==> src/rtl/wb_sequencer.sv <==
// wb_sequencer: holds off register write-back until its source is valid, then issues one RegWrite
module wb_sequencer #(
  parameter int WAIT_MAX = 64,
  parameter int CNT_W = 16
) (
  input  logic             clk,
  input  logic             reset,
  input  logic             wb_req,
  input  logic [3:0]       wb_src,
  input  logic [4:0]       wb_dst,
  input  logic             hilo_busy,
  input  logic             load_ready,
  output logic [3:0]       MemToReg,
  output logic             RegWrite,
  output logic [4:0]       WriteReg,
  output logic             wb_busy,
  output logic             wb_done,
  output logic             wb_err,
  output logic [CNT_W-1:0] wb_count
);
  typedef enum logic [1:0] {IDLE, WAIT, WRITE, ERR} state_t;
  state_t state_q, state_d;
  logic [3:0] src_q, src_d, mem_q, mem_d;
  logic [4:0] dst_q, dst_d, wr_q, wr_d;
  logic [7:0] wait_q, wait_d;
  logic [CNT_W-1:0] count_q, count_d;
  logic rw_q, rw_d, busy_q, busy_d, done_q, done_d, err_q, err_d;
  logic need_wait, ready;
  assign need_wait = (wb_src == 4'd1 && !load_ready) || ((wb_src == 4'd3 || wb_src == 4'd4) && hilo_busy);
  assign ready = (src_q == 4'd1) ? load_ready : !hilo_busy;
  always_comb begin
    state_d = state_q;
    src_d = src_q;
    dst_d = dst_q;
    wait_d = wait_q;
    case (state_q)
      IDLE: if (wb_req) begin
        src_d = wb_src;
        dst_d = wb_dst;
        wait_d = 8'd0;
        state_d = (wb_src > 4'd10) ? ERR : need_wait ? WAIT : WRITE;
      end
      WAIT: begin
        wait_d = wait_q + 8'd1;
        state_d = ready ? WRITE : (wait_q == 8'(WAIT_MAX - 1)) ? ERR : WAIT;
      end
      default: state_d = IDLE;
    endcase
    // outputs are registered from the next state so they line up with it
    mem_d = (state_d == WAIT || state_d == WRITE) ? src_d : 4'd0;
    rw_d = state_d == WRITE && dst_d != 5'd0;
    wr_d = (state_d == WRITE) ? dst_d : 5'd0;
    busy_d = state_d != IDLE;
    done_d = state_d == WRITE;
    err_d = state_d == ERR;
    count_d = count_q + CNT_W'(rw_q);
  end
  always_ff @(posedge clk) begin
    if (reset) begin
      state_q <= IDLE;
      src_q <= '0;
      dst_q <= '0;
      wait_q <= '0;
      count_q <= '0;
      mem_q <= '0;
      rw_q <= 1'b0;
      wr_q <= '0;
      busy_q <= 1'b0;
      done_q <= 1'b0;
      err_q <= 1'b0;
    end else begin
      state_q <= state_d;
      src_q <= src_d;
      dst_q <= dst_d;
      wait_q <= wait_d;
      count_q <= count_d;
      mem_q <= mem_d;
      rw_q <= rw_d;
      wr_q <= wr_d;
      busy_q <= busy_d;
      done_q <= done_d;
      err_q <= err_d;
    end
  end
  assign MemToReg = mem_q;
  assign RegWrite = rw_q;
  assign WriteReg = wr_q;
  assign wb_busy = busy_q;
  assign wb_done = done_q;
  assign wb_err = err_q;
  assign wb_count = count_q;
endmodule

==> config.mk <==
export PLATFORM = sky130hd
export DESIGN_NAME = wb_sequencer
export DESIGN_NICKNAME = d
export VERILOG_FILES = /design/src/rtl/wb_sequencer.sv
export SDC_FILE = /design/constraint.sdc
export NUM_CORES = 1
export LEC_CHECK = 0
export ABC_AREA = 1
export CAP_MARGIN = 20
export CORE_MARGIN = 2
export CORE_UTILIZATION = 40
export DETAILED_ROUTE_END_ITERATION = 7
export PLACE_DENSITY = 0.75
export SLEW_MARGIN = 25
export SYNTH_ARGS = -nofsm -noshare
export SYNTH_HDL_FRONTEND = slang
export SYNTH_SLANG_ARGS = --single-unit
==> constraint.sdc <==
create_clock -name clk -period 2 [get_ports clk]
set_input_delay 0.4 -clock clk [delete_from_list [all_inputs] [get_ports clk]]
set_output_delay 0.4 -clock clk [all_outputs]
set_load 0.005 [all_outputs]
After elaboration in Yosys (flattened, before gate mapping) --
Index checks and enable logic that the tools add are counted.
Word-level totals: flip-flop bits (word level) 48, latch bits 0, RAM bits 0, ROM bits 0, input bits 14, output and inout port bits 29, memories 0
Operators by class: $add $sub $neg 2, multipliers 0, divide/modulo/power cells 0, order comparisons 1, equal/unequal tests 10, shifts and indexed selects 0, mux-type cells 13, bitwise gates (word level) 2, reduce and logical (&&, ||, !) cells 15
Operators with widths (number):
- $add 16x1->16 | 1
- $pmux 8 s2 | 1
- $mux 2 | 5
- $mux 5 | 2
- $add 8x1->8 const B | 1
- $eq 4x1->1 const B | 2
- $eq 8x6->1 const B | 1
- $mux 4 | 2
- $mux 8 | 1
- $reduce_bool 5->1 | 1
- $eq 2x1->1 const B | 2
- $eq 2x2->1 const B | 2
- $eq 4x2->1 const B | 1
- $eq 4x3->1 const B | 1
- $gt 4x4->1 const B | 1
- $pmux 2 s2 | 1
- $reduce_bool 2->1 | 2
- $reduce_or 2->1 | 2
- $logic_and 1x1->1 | 3
- $logic_or 1x1->1 | 3
- $logic_not 1->1 | 2
- $logic_not 2->1 | 1
- $ne 2x2->1 const B | 1
- $not 1->1 | 2
- other kinds (2) | 2

Logic depth before layout (Yosys ltp) --
Gate-level depths: netlist of the first run.
depth in word-level cells 12, gate-level depth with buffers 14

Worst setup path after synthesis of the first run --
No wires, ideal clock.
path kind register to register, from reg wait_q[0], to reg mem_q[2] (netlist: MemToReg[2]), setup time 0.115 ns, arrival 1.459 ns, data required time 1.885 ns, slack 0.426 ns, cell stages (with the launch flop) 11, buffers on the path 0, cells stage by stage dfxtp_1 -> ha_1 -> nand2_1 -> nor2_1 -> nand3_1 -> nand3_1 -> nand2_1 -> nand2_1 -> inv_1 -> ha_1 -> and2_1
Between the ends: longest elaborated chain between the ends 8
Ends and longest elaborated chain:
- start: declaration | RTL line 25 | logic [7:0] wait_q, wait_d;
- start signal: assignment | RTL line 75 | wait_q <= wait_d;
- $eq 8x6->1 (*) | RTL line 45 | state_d = ready ? WRITE : (wait_q == 8'(WAIT_MAX - 1)) ? ERR : WAIT;
- $mux 2 (*) (2 in a row) | RTL line 45
- $pmux 2 s2 (*) | RTL line 36 | case (state_q)
- via state_d[1] | RTL line 22 | state_t state_q, state_d;
- $eq 2x1->1 or $eq 2x2->1 (tied branches) | RTL line 50 | mem_d = (state_d == WAIT || state_d == WRITE) ? src_d : 4'd0;
- $logic_or 1x1->1 (*) | RTL line 50
- $not 1->1 (no line) (*)
- $reduce_or 2->1 (no line) (*)
- end signal: assignment | RTL line 77 | mem_q <= mem_d;
- end: declaration | RTL line 23 | logic [3:0] src_q, src_d, mem_q, mem_d;
Mark *: on every way through the listed nets, which the timed path passes. The rest lies on a longest branch. A chain may end at the register's enable or synchronous reset.

Worst setup path after layout of the first run --
from in wb_src[1], to reg rw_q (netlist: RegWrite)
Between the ends: longest elaborated chain between the ends 10
Ends and longest elaborated chain:
- start: declaration | RTL line 9 | input logic [3:0] wb_src,
- $eq 4x2->1 or $eq 4x3->1 (tied branches) | RTL line 29 | assign need_wait = (wb_src == 4'd1 && !load_ready) || ((wb_src == 4'd3 || wb_src == 4'd4) && hilo_busy);
- $logic_or 1x1->1 | RTL line 29
- $logic_and 1x1->1 | RTL line 29
- $logic_or 1x1->1 | RTL line 29
- $mux 2 | RTL line 41 | state_d = (wb_src > 4'd10) ? ERR : need_wait ? WAIT : WRITE;
- $mux 2 (*) | RTL line 41
- $mux 2 (*) | RTL line 37 | IDLE: if (wb_req) begin
- $pmux 2 s2 (*) | RTL line 36
- via state_d[0] | RTL line 22
- $eq 2x2->1 (*)
- via done_d | RTL line 27 | logic rw_q, rw_d, busy_q, busy_d, done_q, done_d, err_q, err_d;
- $logic_and 1x1->1 (*) | RTL line 51 | rw_d = state_d == WRITE && dst_d != 5'd0;
- end signal: assignment | RTL line 78 | rw_q <= rw_d;
- end: declaration | RTL line 27
Marked as above.

==> results of run 1 <==
## worst max-delay path, stage by stage
cell and delay, ns:
clkdlybuf4s50_1 0.49, nand2_1 0.06, nand2_1 0.08, nand2_1 0.06, nand2_1 0.05, nand2_1 0.06, nand2_1 0.06, nand2_1 0.06
nand2_1 0.08, inv_1 0.06, ha_1 0.21, nand2_2 0.12, inv_1 0.08, nand2_1 0.07, nand2_1 0.06
## power groups by stage
| stage | sequential, uW | combinational (uW) | clock, uW |
|---|---|---|---|
| 2_1_floorplan | 1040 | 132 | 0 |
| 3_3_place_gp | 1040 | 253 | 0 |
| 3_5_place_dp | 1040 | 258 | 0 |
| 4_1_cts | 1020 | 261 | 711 |
| 5_1_grt | 1020 | 295 | 746 |
| 6_report | 1020 | 260 | 695 |
## per-layer routing
metal	vias up	track usage (%)	share of wire (%)
li1	1033	-	-
met1	896	19.4	47
met2	41	29.1	47
met3	8	4.24	5.1
met4	0	7.09	1.7
met5	-	0	0
## state kept, by name, summed over array words and instances, names as in the netlist
register	count
WriteReg	5
RegWrite	1
wb_err	1
wb_done	1
dst_q	5
wb_count	16
src_q	4
wb_busy	1
state_q	2
MemToReg	4
wait_q	8
## area by class of cell
cell class                 instances  share of cell area, %
multi-input combinational        203                   35.2
sequential                        48                   34.2
timing repair buffer              54                   18.3
inverter                          39                   5.21
tap                               70                   3.12
clock buffer                       5                   2.45
clock inverter                     3                   1.51
## what timing repair did
item	4_1_cts	5_1_grt
hold endpoints to repair	0	0
gates resized for setup	0	4
hold buffers	0	0
setup endpoints to repair	0	2
## placed cells by master, fill, tap and decap left out, types with 2 or more instances in the layout
cell / n
dfxtp_1: 48
nand4_1: 6
nor2_1: 41
buf_4: 12
nor2_2: 5
o21ai_1: 2
nor3_1: 2
o21ai_0: 13
nand2_2: 6
inv_1: 38
ha_1: 6
clkbuf_8: 5
nor2_4: 3
or2_0: 2
clkdlybuf4s50_1: 41
a21oi_1: 22
nand3_1: 12
nand2_1: 75
nand3_2: 2
## logic make-up (layout without fill, tap and decap cells)
logic type,after synthesis,in the layout
adder cells (fa/ha/maj),6,6
AND/OR/NAND/NOR,156,156
multiplexers,1,1
XOR/XNOR,1,1
AO/OA/AOI/OAI,39,39
flip-flops,48,48
buffers and inverters,45,101
## how the worst min path moves through the flow
stage                   start        end  slack, ns  depth (start not counted)
finish              wait_q[7]  wait_q[7]       0.49                          2
global route        wait_q[7]  wait_q[7]       0.51                          2
CTS                 wait_q[7]  wait_q[7]       0.49                          2
detailed placement  wait_q[7]  wait_q[7]       0.48                          2
global placement    wait_q[7]  wait_q[7]       0.46                          2
floorplan           wait_q[7]  wait_q[7]       0.45                          2
## stage by stage
step	hold slack, ns	setup WS [ns]
2_1_floorplan	0.453	0.426
3_3_place_gp	0.465	-0.0838
3_5_place_dp	0.475	-0.150
4_1_cts	0.489	0.140
5_1_grt	0.511	0.0405
6_report	0.487	0.222
==> impl_metrics.ini, run 1 <==
[outcome]
outcome = complete, no violations

[floorplan]
rows = 26
dieArea_um2 = 5910
ios = 43
core_um2 = 5110
start_util_pct = 41.6
die_h_um = 76.9
die_w_um = 76.9

[timing]
worst_pin_slew_ns = 0.493
period_minus_slack_ns = 1.78
final_max_slew_viol_count = 0
finalSetupViolations = 0
skew_ns = 0.00495
slew_headroom_pct = 67.1
fmax_mhz = 562
setup_tns_ns = 0
rsz0062_at_grt = false
final-hold-violation-count = 0
period_share_pct = 88.9

[synth]
yosys.area.top_type = dfxtp_1
synth_fp_nets = 316
muxShareOfSynthArea_pct = 0.471
synthSimpleGateAreaFrac_pct = 32.3
yosys-top-cells-area = dfxtp_1 (45%), nand2_1 (13%), nor2_1 (7.6%), inv_1 (6.7%), a21oi_1 (5.2%)
ys_warn_count = 0
ys_seq_area_share_pct = 45.2
synth_edf_count = 0
ys_async_sr_fraction_pct = 0
ys.flop_type = dfxtp_1
synth_xor_xnor_area_share_pct = 0.412
yosys_register_bits = 48
synth.most_common_cell = nand2_1
synth_area_um2 = 2120
synthCells = 296
synth_top_family_by_area = simple AND/OR/NAND/NOR gates
synth_top_cell_area_share_pct = 45.2
synth-adder-area-share_pct = 3.53
syn_area_per_cell_um2 = 7.18
synth-compound-area-share_pct = 9.48
synth.distinct_cells = 27
synthTopCellsByCount = nand2_1 (76), dfxtp_1 (48), nor2_1 (43)

[global_routing]
grt_pass1_vias = 1912
grt_antenna_before_repair = 0
grt_max_degree = 25
grtUsageTotal_pct = 16.7
grt_pass1_wl_mm = 7.98
grt-ovfl-total = 0

[cts]
cts_max_level = 2
cts_tree = done
postCtsSetupBuffers = 0
clock_latency_ns = 0.30
cts_buffer_depth = 2
cts_sinks = 48
path_clk_slew_ns = 0.09
cts_buffers = 5
root_buffer = clkbuf_8

[finish]
multi_input_area_um2 = 990
fin_area_um2 = 2810
n_fill_cell = 491
synthToLayoutAreaGrowth_pct = 32.2
drive_gt1_share_pct = 11.1
final_nets = 371
fin_cells = 422
insertedDiodeCount = 0
regArea_um2 = 961
final_core_util_pct = 55.0

[detailed_routing]
vias = 1978
dr.pass1.iters = 4
ant_nets = 0
drc_errors = 0
drt_wl_total_mm = 4.58
post_drt_wl_per_cell_um = 10.8
drt_iter0_drc = 78
via_per_inst = 4.69

[pwr]
p_leak_uw = 0.00110
clockPowerShare_pct = 35.3
p_comb_share_pct = 13.2
net-switching-power_uw = 476
vdd_ir_drop_max_uv = 454
power_frac_seq_pct = 51.5
p_total_uw = 1970
power.density_nw_per_um2 = 702
switching_share_pct = 24.1
p_int_uw = 1500

[placed_design]
io_buffers = 42
placed_cells = 414
hpwl_mm = 3.34
gp_congestion = 0.871
place_area_um2 = 2690

[critical_path]
cp-end-kind = flip-flop
cp.arrival_ns = 1.98
worstSetupStartpointType = primary input
rr_worst_depth = 11
r2r-start = wait_q[0]
cp.required_ns = 2.20
crit_end = RegWrite
crit_path_start = wb_src[1]
regToRegEndpoint = MemToReg[1]
reg2reg_slack_ns = 0.24
crit_type = primary input to flip-flop
path_max_fanout = 5

[job]
cap_viol_max_count = 0

[hold_path]
min_path_type = flip-flop to flip-flop
(Power assumes the default switching activity.)
==> inputs of run 2 (changes only) <==
--- a/config.mk
+++ b/config.mk
@@ -10,8 +10,8 @@
 export CORE_MARGIN = 2
 export CORE_UTILIZATION = 40
 export DETAILED_ROUTE_END_ITERATION = 7
-export PLACE_DENSITY = 0.75
-export SLEW_MARGIN = 25
+export DONT_BUFFER_PORTS = 1
+export PLACE_DENSITY = 0.64
 export SYNTH_ARGS = -nofsm -noshare
 export SYNTH_HDL_FRONTEND = slang
 export SYNTH_SLANG_ARGS = --single-unit
==> constraint.sdc (replaced) <==
create_clock -name clk -period 2 [get_ports clk]
set_input_delay 0.4 -clock clk [delete_from_list [all_inputs] [get_ports clk]]
set_output_delay 0.4 -clock clk [all_outputs]
set_load 0.01 [all_outputs]
==> impl_metrics.ini, run 2 (synthesis results as in run 1) <==
[floorplan]
core_um2 = 5110
dieArea_um2 = 5910
ios = 43
rows = 26
start_util_pct = 41.6
die_w_um = 76.9
die_h_um = 76.9

[critical_path]
crit_type = flip-flop to flip-flop
crit_chain = ha_1, nand2_1, nor2_2, nand3_1, nand3_1, nand2_1, nand2_1, ha_1, nand2_1, nor2_2, inv_1, nand2_1
cp.arrival_ns = 2.00
critPathBufInv = 1
max_stage_delay_ns = 0.37
worstSetupStartpointType = flip-flop
cp-end-kind = flip-flop
cp_top_family = simple AND/OR/NAND/NOR gates
cp.required_ns = 2.24
slowest_stage = dfxtp_1
path_max_fanout = 6
cpMostUsedCell = nand2_1

[detailed_routing]
via_per_inst = 4.78
drt_wl_total_mm = 4.23
drt_iter0_drc = 71
vias = 1768
drc_errors = 0
ant_nets = 0
dr.pass1.iters = 4
post_drt_wl_per_cell_um = 11.4

[pwr]
net-switching-power_uw = 448
switching_share_pct = 25.2
p_leak_uw = 0.000877
power_frac_seq_pct = 57.9
clockPowerShare_pct = 33.7
p_comb_share_pct = 8.5
power.density_nw_per_um2 = 775
p_int_uw = 1330
vdd_ir_drop_max_uv = 670

[timing]
fmax_mhz = 571
period_share_pct = 87.6
slew_headroom_pct = 68.3
skew_ns = 0.00674
worst_pin_slew_ns = 0.476
setup_tns_ns = 0
final-hold-violation-count = 0
finalSetupViolations = 0
final_max_slew_viol_count = 0
period_minus_slack_ns = 1.75
fin_ws_ns = 0.248
rsz0062_at_grt = false

[finish]
n_fill_cell = 550
insertedDiodeCount = 0
synthToLayoutAreaGrowth_pct = 8.01
multi_input_area_um2 = 987
largest_reg_flops = 16
final_common_cell = nand2_1
drive_gt1_share_pct = 9.33
regArea_um2 = 961
final_nets = 319
final_cell_mix = nand2_1 (76), dfxtp_1 (48), nor2_1 (41), inv_1 (38), a21oi_1 (22)

[hold_path]
min_path_type = primary input to flip-flop

[cts]
root_buffer = clkbuf_8
clock_latency_ns = 0.30
cts_tree = done
cts_sinks = 48
cts_buffers = 5
cts_max_level = 2
cts_buffer_depth = 2
path_clk_slew_ns = 0.09
postCtsSetupBuffers = 0

[global_routing]
grt-ovfl-total = 0
grt_antenna_before_repair = 0
grt_pass1_vias = 1712
grt_pass1_wl_mm = 7.55
grt_max_degree = 26
grtUsageTotal_pct = 15.6

[placed_design]
io_buffers = 0
gp_congestion = 0.769
place_ws_ns = 0.215
hpwl_mm = 3.15

[outcome]
outcome = complete, no violations

[job]
cap_viol_max_count = 0
## run 2: cell count changes in the layout (fill, tap and decap cells not counted), sizes merged
cell           change
clkdlybuf4s50     -41
buf               -10
bufinv             -1
clkbuf             +1
clkinv             -1
clkinvlp           +1
dlymetal6s2s       -1
## run 2: through the flow
stage          util (%)  hold WS (ns)  cells  cell area, um2  total power [uW]
3_5_place_dp       42.9         0.467    362            2190              1200
4_1_cts            44.8         0.142    370            2290              1810
2_1_floorplan         -         0.453    296            2120              1180
6_report           44.9         0.153    370            2290              1780
5_1_grt            44.9         0.141    370            2290              1880
3_3_place_gp       42.9         0.464    362            2190              1200
## run 2: final cells by class
| type | instances | share of cell area (%) |
|---|---|---|
| clock buffer | 6 | 3.60 |
| clock inverter | 2 | 0.654 |
| inverter | 39 | 6.38 |
| multi-input combinational | 203 | 43.0 |
| sequential | 48 | 41.9 |
| tap | 70 | 3.82 |
| timing repair buffer | 2 | 0.654 |
## run 2: worst paths after layout
path | from | to | slack, ns | cells after the start
setup / recovery | wait_q[0] | RegWrite | 0.25 | 12
hold / removal | reset | wb_count[7] | 0.15 | 1
setup reg to reg | wait_q[0] | RegWrite | 0.25 | 12
hold reg to reg | wait_q[1] | wait_q[1] | 0.48 | 2
## run 2: what timing repair did
item / 4_1_cts / 5_1_grt
hold buffers: 0 / 0
gates resized for setup: 0 / 2
endpoints found under the setup margin: 0 / 1
## run 2: power groups by stage
stage / Clock, uW / Combinational (uW) / Sequential [uW]
after floorplan: 0 / 132 / 1050
after global placement: 0 / 150 / 1050
after detailed placement: 0 / 152 / 1050
after CTS: 624 / 153 / 1030
after global routing: 660 / 181 / 1030
final: 599 / 150 / 1030
## run 2: per-layer routing
metal  vias up  global-route usage (%)  share of wire, %
met5         -                       0                 0
met4         0                    4.36              0.85
met3         7                    5.88               7.5
met2        43                    26.4                47
met1       790                    18.4                45
li1        928                       -                 -
